==> src/rtl/dmem_arb_pkg.sv <==
// Shared types and helpers for the data-memory arbiter.
//   state_e   : arbiter FSM states
//   LEN_*     : access-size encodings used on request and memory ports
//   cmd_t     : latched command payload
//   len_bytes : number of bytes touched by a length code
package dmem_arb_pkg;

    localparam int unsigned ADDR_W = 32;
    localparam int unsigned DATA_W = 32;
    localparam int unsigned LEN_W  = 2;

    typedef enum logic [1:0] {
        IDLE   = 2'd0,
        ACCESS = 2'd1,
        RESP   = 2'd2
    } state_e;

    localparam logic [LEN_W-1:0] LEN_NONE = 2'b00;
    localparam logic [LEN_W-1:0] LEN_BYTE = 2'b01;
    localparam logic [LEN_W-1:0] LEN_HALF = 2'b10;
    localparam logic [LEN_W-1:0] LEN_WORD = 2'b11;

    // Command held from acceptance until the response; access size is kept
    // in the memory length registers, not here.
    typedef struct packed {
        logic              we;
        logic              sgn;
        logic [ADDR_W-1:0] addr;
        logic [DATA_W-1:0] wdata;
        logic              err;
    } cmd_t;

    function automatic logic [2:0] len_bytes(input logic [LEN_W-1:0] len);
        case (len)
            LEN_BYTE: len_bytes = 3'd1;
            LEN_HALF: len_bytes = 3'd2;
            LEN_WORD: len_bytes = 3'd4;
            default:  len_bytes = 3'd0;
        endcase
    endfunction

endpackage

==> src/rtl/dmem_arb_rr.sv <==
// Two-way round-robin pick.
//   valid_i : per-requester request
//   last_i  : id of the requester served most recently
//   any_o   : at least one request present
//   win_o   : winning requester id (meaningful when any_o)
module dmem_arb_rr (
    input  logic [1:0] valid_i,
    input  logic       last_i,
    output logic       any_o,
    output logic       win_o
);

    // On contention the requester not served last wins; a lone requester always wins.
    always_comb begin
        any_o = |valid_i;
        win_o = 1'b0;
        if (valid_i == 2'b11) begin
            win_o = ~last_i;
        end else if (valid_i[1]) begin
            win_o = 1'b1;
        end
    end

endmodule

==> src/rtl/dmem_arbiter.sv <==
// Round-robin arbiter sharing one single-port data memory between the core
// LSU (requester 0) and the debug/preload loader (requester 1).
// One command at a time: IDLE (arbitrate + latch) -> ACCESS (one memory
// cycle, grant pulse) -> RESP (response pulse) -> IDLE.
// Ports:
//   SYS_clk, SYS_reset_n             : clock, async active-low reset
//   REQ_valid/we/len/signed/addr/wdata : per-requester command (held until grant)
//   REQ_gnt                          : one-cycle accept pulse per requester
//   RSP_valid/rdata/err              : one-cycle response per requester
//   MEM_*                            : memory read/write controls and read data
// Build option: DMEM_ARB_CHECK_EN enables command legality checking
// (length code, alignment, range against MEM_DEPTH); rejected commands make
// no memory access and respond with RSP_err.
module dmem_arbiter
    import dmem_arb_pkg::*;
#(
    parameter int unsigned MEM_DEPTH = 100,
    parameter int unsigned N_REQ     = 2
) (
    input  logic                    SYS_clk,
    input  logic                    SYS_reset_n,
    input  logic [N_REQ-1:0]        REQ_valid,
    input  logic [N_REQ-1:0]        REQ_we,
    input  logic [LEN_W*N_REQ-1:0]  REQ_len,
    input  logic [N_REQ-1:0]        REQ_signed,
    input  logic [ADDR_W*N_REQ-1:0] REQ_addr,
    input  logic [DATA_W*N_REQ-1:0] REQ_wdata,
    output logic [N_REQ-1:0]        REQ_gnt,
    output logic [N_REQ-1:0]        RSP_valid,
    output logic [DATA_W-1:0]       RSP_rdata,
    output logic                    RSP_err,
    output logic [ADDR_W-1:0]       MEM_read_address,
    output logic [ADDR_W-1:0]       MEM_write_address,
    output logic [LEN_W-1:0]        MEM_read_length,
    output logic [LEN_W-1:0]        MEM_write_length,
    output logic                    MEM_read_signed,
    output logic [DATA_W-1:0]       MEM_write_data,
    input  logic [DATA_W-1:0]       MEM_read_data
);

    localparam int unsigned EXT_W = ADDR_W + 1;

    state_e             state_q, state_d;
    cmd_t               cmd_q, cmd_d;
    logic               id_q, id_d;
    logic               last_q, last_d;
    logic [N_REQ-1:0]   gnt_q, gnt_d;
    logic [N_REQ-1:0]   rsp_valid_q, rsp_valid_d;
    logic [DATA_W-1:0]  rdata_q, rdata_d;
    logic               err_q, err_d;
    logic [LEN_W-1:0]   wr_len_q, wr_len_d;
    logic [LEN_W-1:0]   rd_len_q, rd_len_d;

    logic               any_req_c;
    logic               win_c;
    cmd_t               sel_c;
    logic [LEN_W-1:0]   sel_len_c;

    dmem_arb_rr u_rr (
        .valid_i (REQ_valid),
        .last_i  (last_q),
        .any_o   (any_req_c),
        .win_o   (win_c)
    );

`ifdef DMEM_ARB_CHECK_EN
    // Illegal length code, misaligned half/word, or access past the end of memory.
    function automatic logic cmd_bad(input logic [LEN_W-1:0] len, input logic [ADDR_W-1:0] addr);
        logic [EXT_W-1:0] end_addr;
        end_addr = {1'b0, addr} + EXT_W'(len_bytes(len));
        cmd_bad  = (len == LEN_NONE)
                || (len == LEN_HALF && addr[0])
                || (len == LEN_WORD && addr[1:0] != 2'b00)
                || (end_addr > EXT_W'(MEM_DEPTH));
    endfunction
`else
    logic [31:0] unused_depth;
    assign unused_depth = 32'(MEM_DEPTH);
`endif

    // Winner's command fields.
    always_comb begin
        sel_c.we    = REQ_we[win_c];
        sel_c.sgn   = REQ_signed[win_c];
        sel_len_c   = win_c ? REQ_len[2*LEN_W-1:LEN_W]     : REQ_len[LEN_W-1:0];
        sel_c.addr  = win_c ? REQ_addr[2*ADDR_W-1:ADDR_W]  : REQ_addr[ADDR_W-1:0];
        sel_c.wdata = win_c ? REQ_wdata[2*DATA_W-1:DATA_W] : REQ_wdata[DATA_W-1:0];
`ifdef DMEM_ARB_CHECK_EN
        sel_c.err   = cmd_bad(sel_len_c, sel_c.addr);
`else
        sel_c.err   = 1'b0;
`endif
    end

    // State register.
    always_ff @(posedge SYS_clk or negedge SYS_reset_n) begin
        if (!SYS_reset_n) begin
            state_q <= IDLE;
        end else begin
            state_q <= state_d;
        end
    end

    // Next-state logic.
    always_comb begin
        state_d = state_q;
        case (state_q)
            IDLE:    if (any_req_c) state_d = ACCESS;
            ACCESS:  state_d = RESP;
            RESP:    state_d = IDLE;
            default: state_d = IDLE;
        endcase
    end

    // Output/datapath next values; every output is registered so the
    // memory lengths are high only while the FSM sits in ACCESS.
    always_comb begin
        cmd_d       = cmd_q;
        id_d        = id_q;
        last_d      = last_q;
        gnt_d       = '0;
        rsp_valid_d = '0;
        rdata_d     = '0;
        err_d       = 1'b0;
        wr_len_d    = LEN_NONE;
        rd_len_d    = LEN_NONE;
        case (state_q)
            IDLE: begin
                if (any_req_c) begin
                    cmd_d        = sel_c;
                    id_d         = win_c;
                    gnt_d[win_c] = 1'b1;
                    if (!sel_c.err) begin
                        if (sel_c.we) wr_len_d = sel_len_c;
                        else          rd_len_d = sel_len_c;
                    end
                end
            end
            ACCESS: begin
                rsp_valid_d[id_q] = 1'b1;
                err_d             = cmd_q.err;
                if (!cmd_q.we && !cmd_q.err) rdata_d = MEM_read_data;
            end
            RESP: begin
                last_d = id_q;
            end
            default: ;
        endcase
    end

    // Datapath and output registers.
    always_ff @(posedge SYS_clk or negedge SYS_reset_n) begin
        if (!SYS_reset_n) begin
            cmd_q       <= '0;
            id_q        <= 1'b0;
            last_q      <= 1'b1;
            gnt_q       <= '0;
            rsp_valid_q <= '0;
            rdata_q     <= '0;
            err_q       <= 1'b0;
            wr_len_q    <= LEN_NONE;
            rd_len_q    <= LEN_NONE;
        end else begin
            cmd_q       <= cmd_d;
            id_q        <= id_d;
            last_q      <= last_d;
            gnt_q       <= gnt_d;
            rsp_valid_q <= rsp_valid_d;
            rdata_q     <= rdata_d;
            err_q       <= err_d;
            wr_len_q    <= wr_len_d;
            rd_len_q    <= rd_len_d;
        end
    end

    assign REQ_gnt           = gnt_q;
    assign RSP_valid         = rsp_valid_q;
    assign RSP_rdata         = rdata_q;
    assign RSP_err           = err_q;
    assign MEM_read_address  = cmd_q.addr;
    assign MEM_write_address = cmd_q.addr;
    assign MEM_read_length   = rd_len_q;
    assign MEM_write_length  = wr_len_q;
    assign MEM_read_signed   = cmd_q.sgn;
    assign MEM_write_data    = cmd_q.wdata;

endmodule

==> config.mk <==
export PLATFORM = sky130hd
export DESIGN_NAME = dmem_arbiter
export DESIGN_NICKNAME = d
export VERILOG_FILES = /design/src/rtl/dmem_arb_pkg.sv /design/src/rtl/dmem_arb_rr.sv /design/src/rtl/dmem_arbiter.sv
export SDC_FILE = /design/constraint.sdc
export NUM_CORES = 1
export LEC_CHECK = 0
export ABC_AREA = 1
export CORE_UTILIZATION = 39
export DETAILED_ROUTE_END_ITERATION = 10
export GPL_TIMING_DRIVEN = 0
export PLACE_DENSITY = 0.81
export SLEW_MARGIN = 40
export SYNTH_ARGS = -nofsm -noshare
export SYNTH_HDL_FRONTEND = slang
export SYNTH_SLANG_ARGS = --single-unit
==> constraint.sdc <==
create_clock -name SYS_clk -period 1.4 [get_ports SYS_clk]
set_input_delay 0.28 -clock SYS_clk [delete_from_list [all_inputs] [get_ports SYS_clk]]
set_output_delay 0.28 -clock SYS_clk [all_outputs]
set_load 0.01 [all_outputs]
==> results.cfg <==
[outcome]
status = complete, no violations

[yosys]
synth_compound_area_share_pct = 0.419
synth_xor_xnor_area_share_pct = 0
synth_area_um2 = 5680
synth.area.top_cells = dfrtp_1 48%, nand2_1 24%, buf_4 13%, nand3_1 6.3%, nor2_1 2.6%
synth-warning-count = 0
synth-seq-cells = 110
synth_fa_ha_area_share_pct = 0
yosys-mux-area-fraction_pct = 0
seq_area_frac_synth_pct = 48.5
synth_nets = 918
yosys.area_share.simple_pct = 33.5
synth_area_per_cell_um2 = 7.61
yosys.area.top_type_share_pct = 48.0
synthesis.instances = 746
synth_top_family_by_area = simple AND/OR/NAND/NOR gates
ys_types = 19
synth_largest_area_cell = dfrtp_1

[floorplanning]
dieWidth_um = 123
num_rows = 43
die_area_um2 = 15000
initial_core_util_pct = 40.4
die_y_um = 123
core_area_um2 = 14000
ios = 310

[timing]
final-hold-violation-count = 0
fin_worst_skew_ns = 0.00831
fmax_mhz = 714
whs_ns = 0.371
setup_tns_ns = 0
fin_crit_sh_pct = 100
slew_viol_final = 0
slew_headroom_pct = 64.3
finalSetupViolCount = 0
post-route-min-period_ns = 1.40
rsz0062_at_grt = yes
worst_pin_slew_ns = 0.535

[clock_tree]
cts_buffers = 9
clkSinkCount = 110
clockBufferDepth = 2
path_clk_slew_ns = 0.08
clockRootBuffer = clkbuf_16
clock_latency_ns = 0.34
htreeDepth = 3
cts_tree = yes

[flow_run]
cap_violations = 0

[critical_path]
crit_top_cell = buf_6
crit_path_max_fanout = 2
slowest_delay_ns = 0.41
crit_slowest_cell = dfrtp_1
path_class = register to output port
crit_path_end_kind = output port
cp.arrival_ns = 1.12
path_cells = buf_4, buf_6, buf_6
critical_path.startpoint = MEM_read_address[18]
rrSetupSlack_ns = 0.03
reg2reg_to = MEM_read_address[7]
cp-start-kind = register
r2r_cells = 8
cp.required_ns = 1.12
reg2reg_from = last_q

[drt]
dr.pass1.iters = 4
totalWireLength_mm = 19.8
routedWlPerCell_um = 15.2
wl_met1_mm = 7.30
drtIter0Drc = 295
met2_length_mm = 10.2
vias_per_cell = 4.57
vias = 5974
drc = 0
ant_nets = 0
highest_layer = met5
wl_met3_mm = 1.75

[placed_design]
place.port_buffers = 307
dp_cells = 1234
hpwl_mm = 13.5
gp_congestion = 0.815

[cells_and_area]
final_nets = 1294
drive_gt1_share_pct = 30.7
final_cells = 1307
antennaDiodeCount = 0
utilization_pct = 71.3
synthToLayoutAreaGrowth_pct = 76.3

[global_route]
overflow = 0
grt.total_usage_pct = 25.1
grt_pass1_wl_mm = 28.4
antenna_found_initial = 1
grt_pass1_vias = 5740
grt_max_degree = 74

[pwr]
p_leak_nw = 5.47
power.density_nw_per_um2 = 1900
max-vdd-ir-drop_uv = 848
finalPower_w = 0.0190

[worst_hold_path]
hold_path_class = input pin to async pin
## registers in the layout, summed over array words and instances, names as in the netlist, 2 cells and up
signal,cells
REQ_gnt,2
RSP_valid,2
RSP_rdata,32
MEM_read_address,32
state_q,2
MEM_write_data,32
MEM_read_length,2
MEM_write_length,2
## placed cells by master, fill, tap and decap left out, types with 2 or more instances in the layout
master           count
buf_2               20
nand3_1             69
nand2_2             40
buf_6               63
clkbuf_1             9
nor2_1              38
nand3_2              2
clkbuf_4             2
nor2_2               2
nand2_1            317
clkdlybuf4s15_1     13
inv_1                9
dfrtp_1            109
clkbuf_2            41
clkinvlp_4           2
nor2_4               2
clkbuf_16           14
inv_2                3
buf_8               11
buf_4              128
nand2_8              2
a21oi_1              2
dlygate4sd2_1       41
clkdlybuf4s50_1    168
nand2_4              7
## metal layers
layer	global-route usage, %	up-vias
li1	-	2940
met1	27.1	2749
met2	45.3	245
met3	7.85	38
met4	9.76	2
met5	0	-
## what timing repair did
action / CTS / global route
buffers inserted: 60 / 13
endpoints found under the setup margin: 208 / 150
resized for setup: 357 / 176
gates cloned: 0 / 5
endpoints found under the hold margin: 37 / 0
hold buffers: 1 / 0
pin swaps: 4 / 27
## through the flow
step | setup WS, ns | instance area [µm²]
2_1_floorplan | 0.130 | 5680
3_3_place_gp | -4.19 | 8980
3_5_place_dp | -0.594 | 9010
4_1_cts | -0.00825 | 9780
5_1_grt | -0.0348 | 10000
6_report | 0.000363 | 10000
## layout make-up
type,count,area [µm²]
Fill cell,1149,4030
Timing Repair Buffer,381,3600
Sequential cell,110,2750
Multi-Input combinational cell,484,2130
Buffer,124,953
Clock buffer,11,243
Tap cell,180,225
Clock inverter,5,58.8
Inverter,12,45.0
## power breakdown
group          internal, W  total (W)  switching, W  leakage (nW)
clock              0.00144    0.00263       0.00119         0.142
combinational      0.00612     0.0112       0.00507          3.91
sequential         0.00443    0.00515      0.000728          1.41
## synth_stat cells, drive strengths merged
cell type and n:
nor2 42, dfstp 1, a31oi 1, inv 12
o21bai 1, clkbuf 19, dfrtp 109, a21oi 2
buf 121, nand3 71, conb 1, nand2 366
## worst max-delay path by stage
stage	to	slack, ns	cells past startpoint
floorplan	MEM_write_length[0]	0.13	7
global placement	MEM_read_address[1]	-4.19	1
detailed placement	MEM_write_data[5]	-0.59	8
CTS	MEM_read_address[26]	-0.008	3
global route	MEM_read_address[9]	-0.03	8
finish	MEM_write_address[18]	0.0004	3
## critical path, delay by kind of cell (launching register included)
family / cells / cell delay (ns)
flip-flops: 1 / 0.41
buffers and inverters: 3 / 0.37
## cell families after synthesis
logic type,after synthesis
simple gates,479
compound gates,4
flops,110
other cells,1
buf+inv,152
Power figures use the tool's default switching activity.
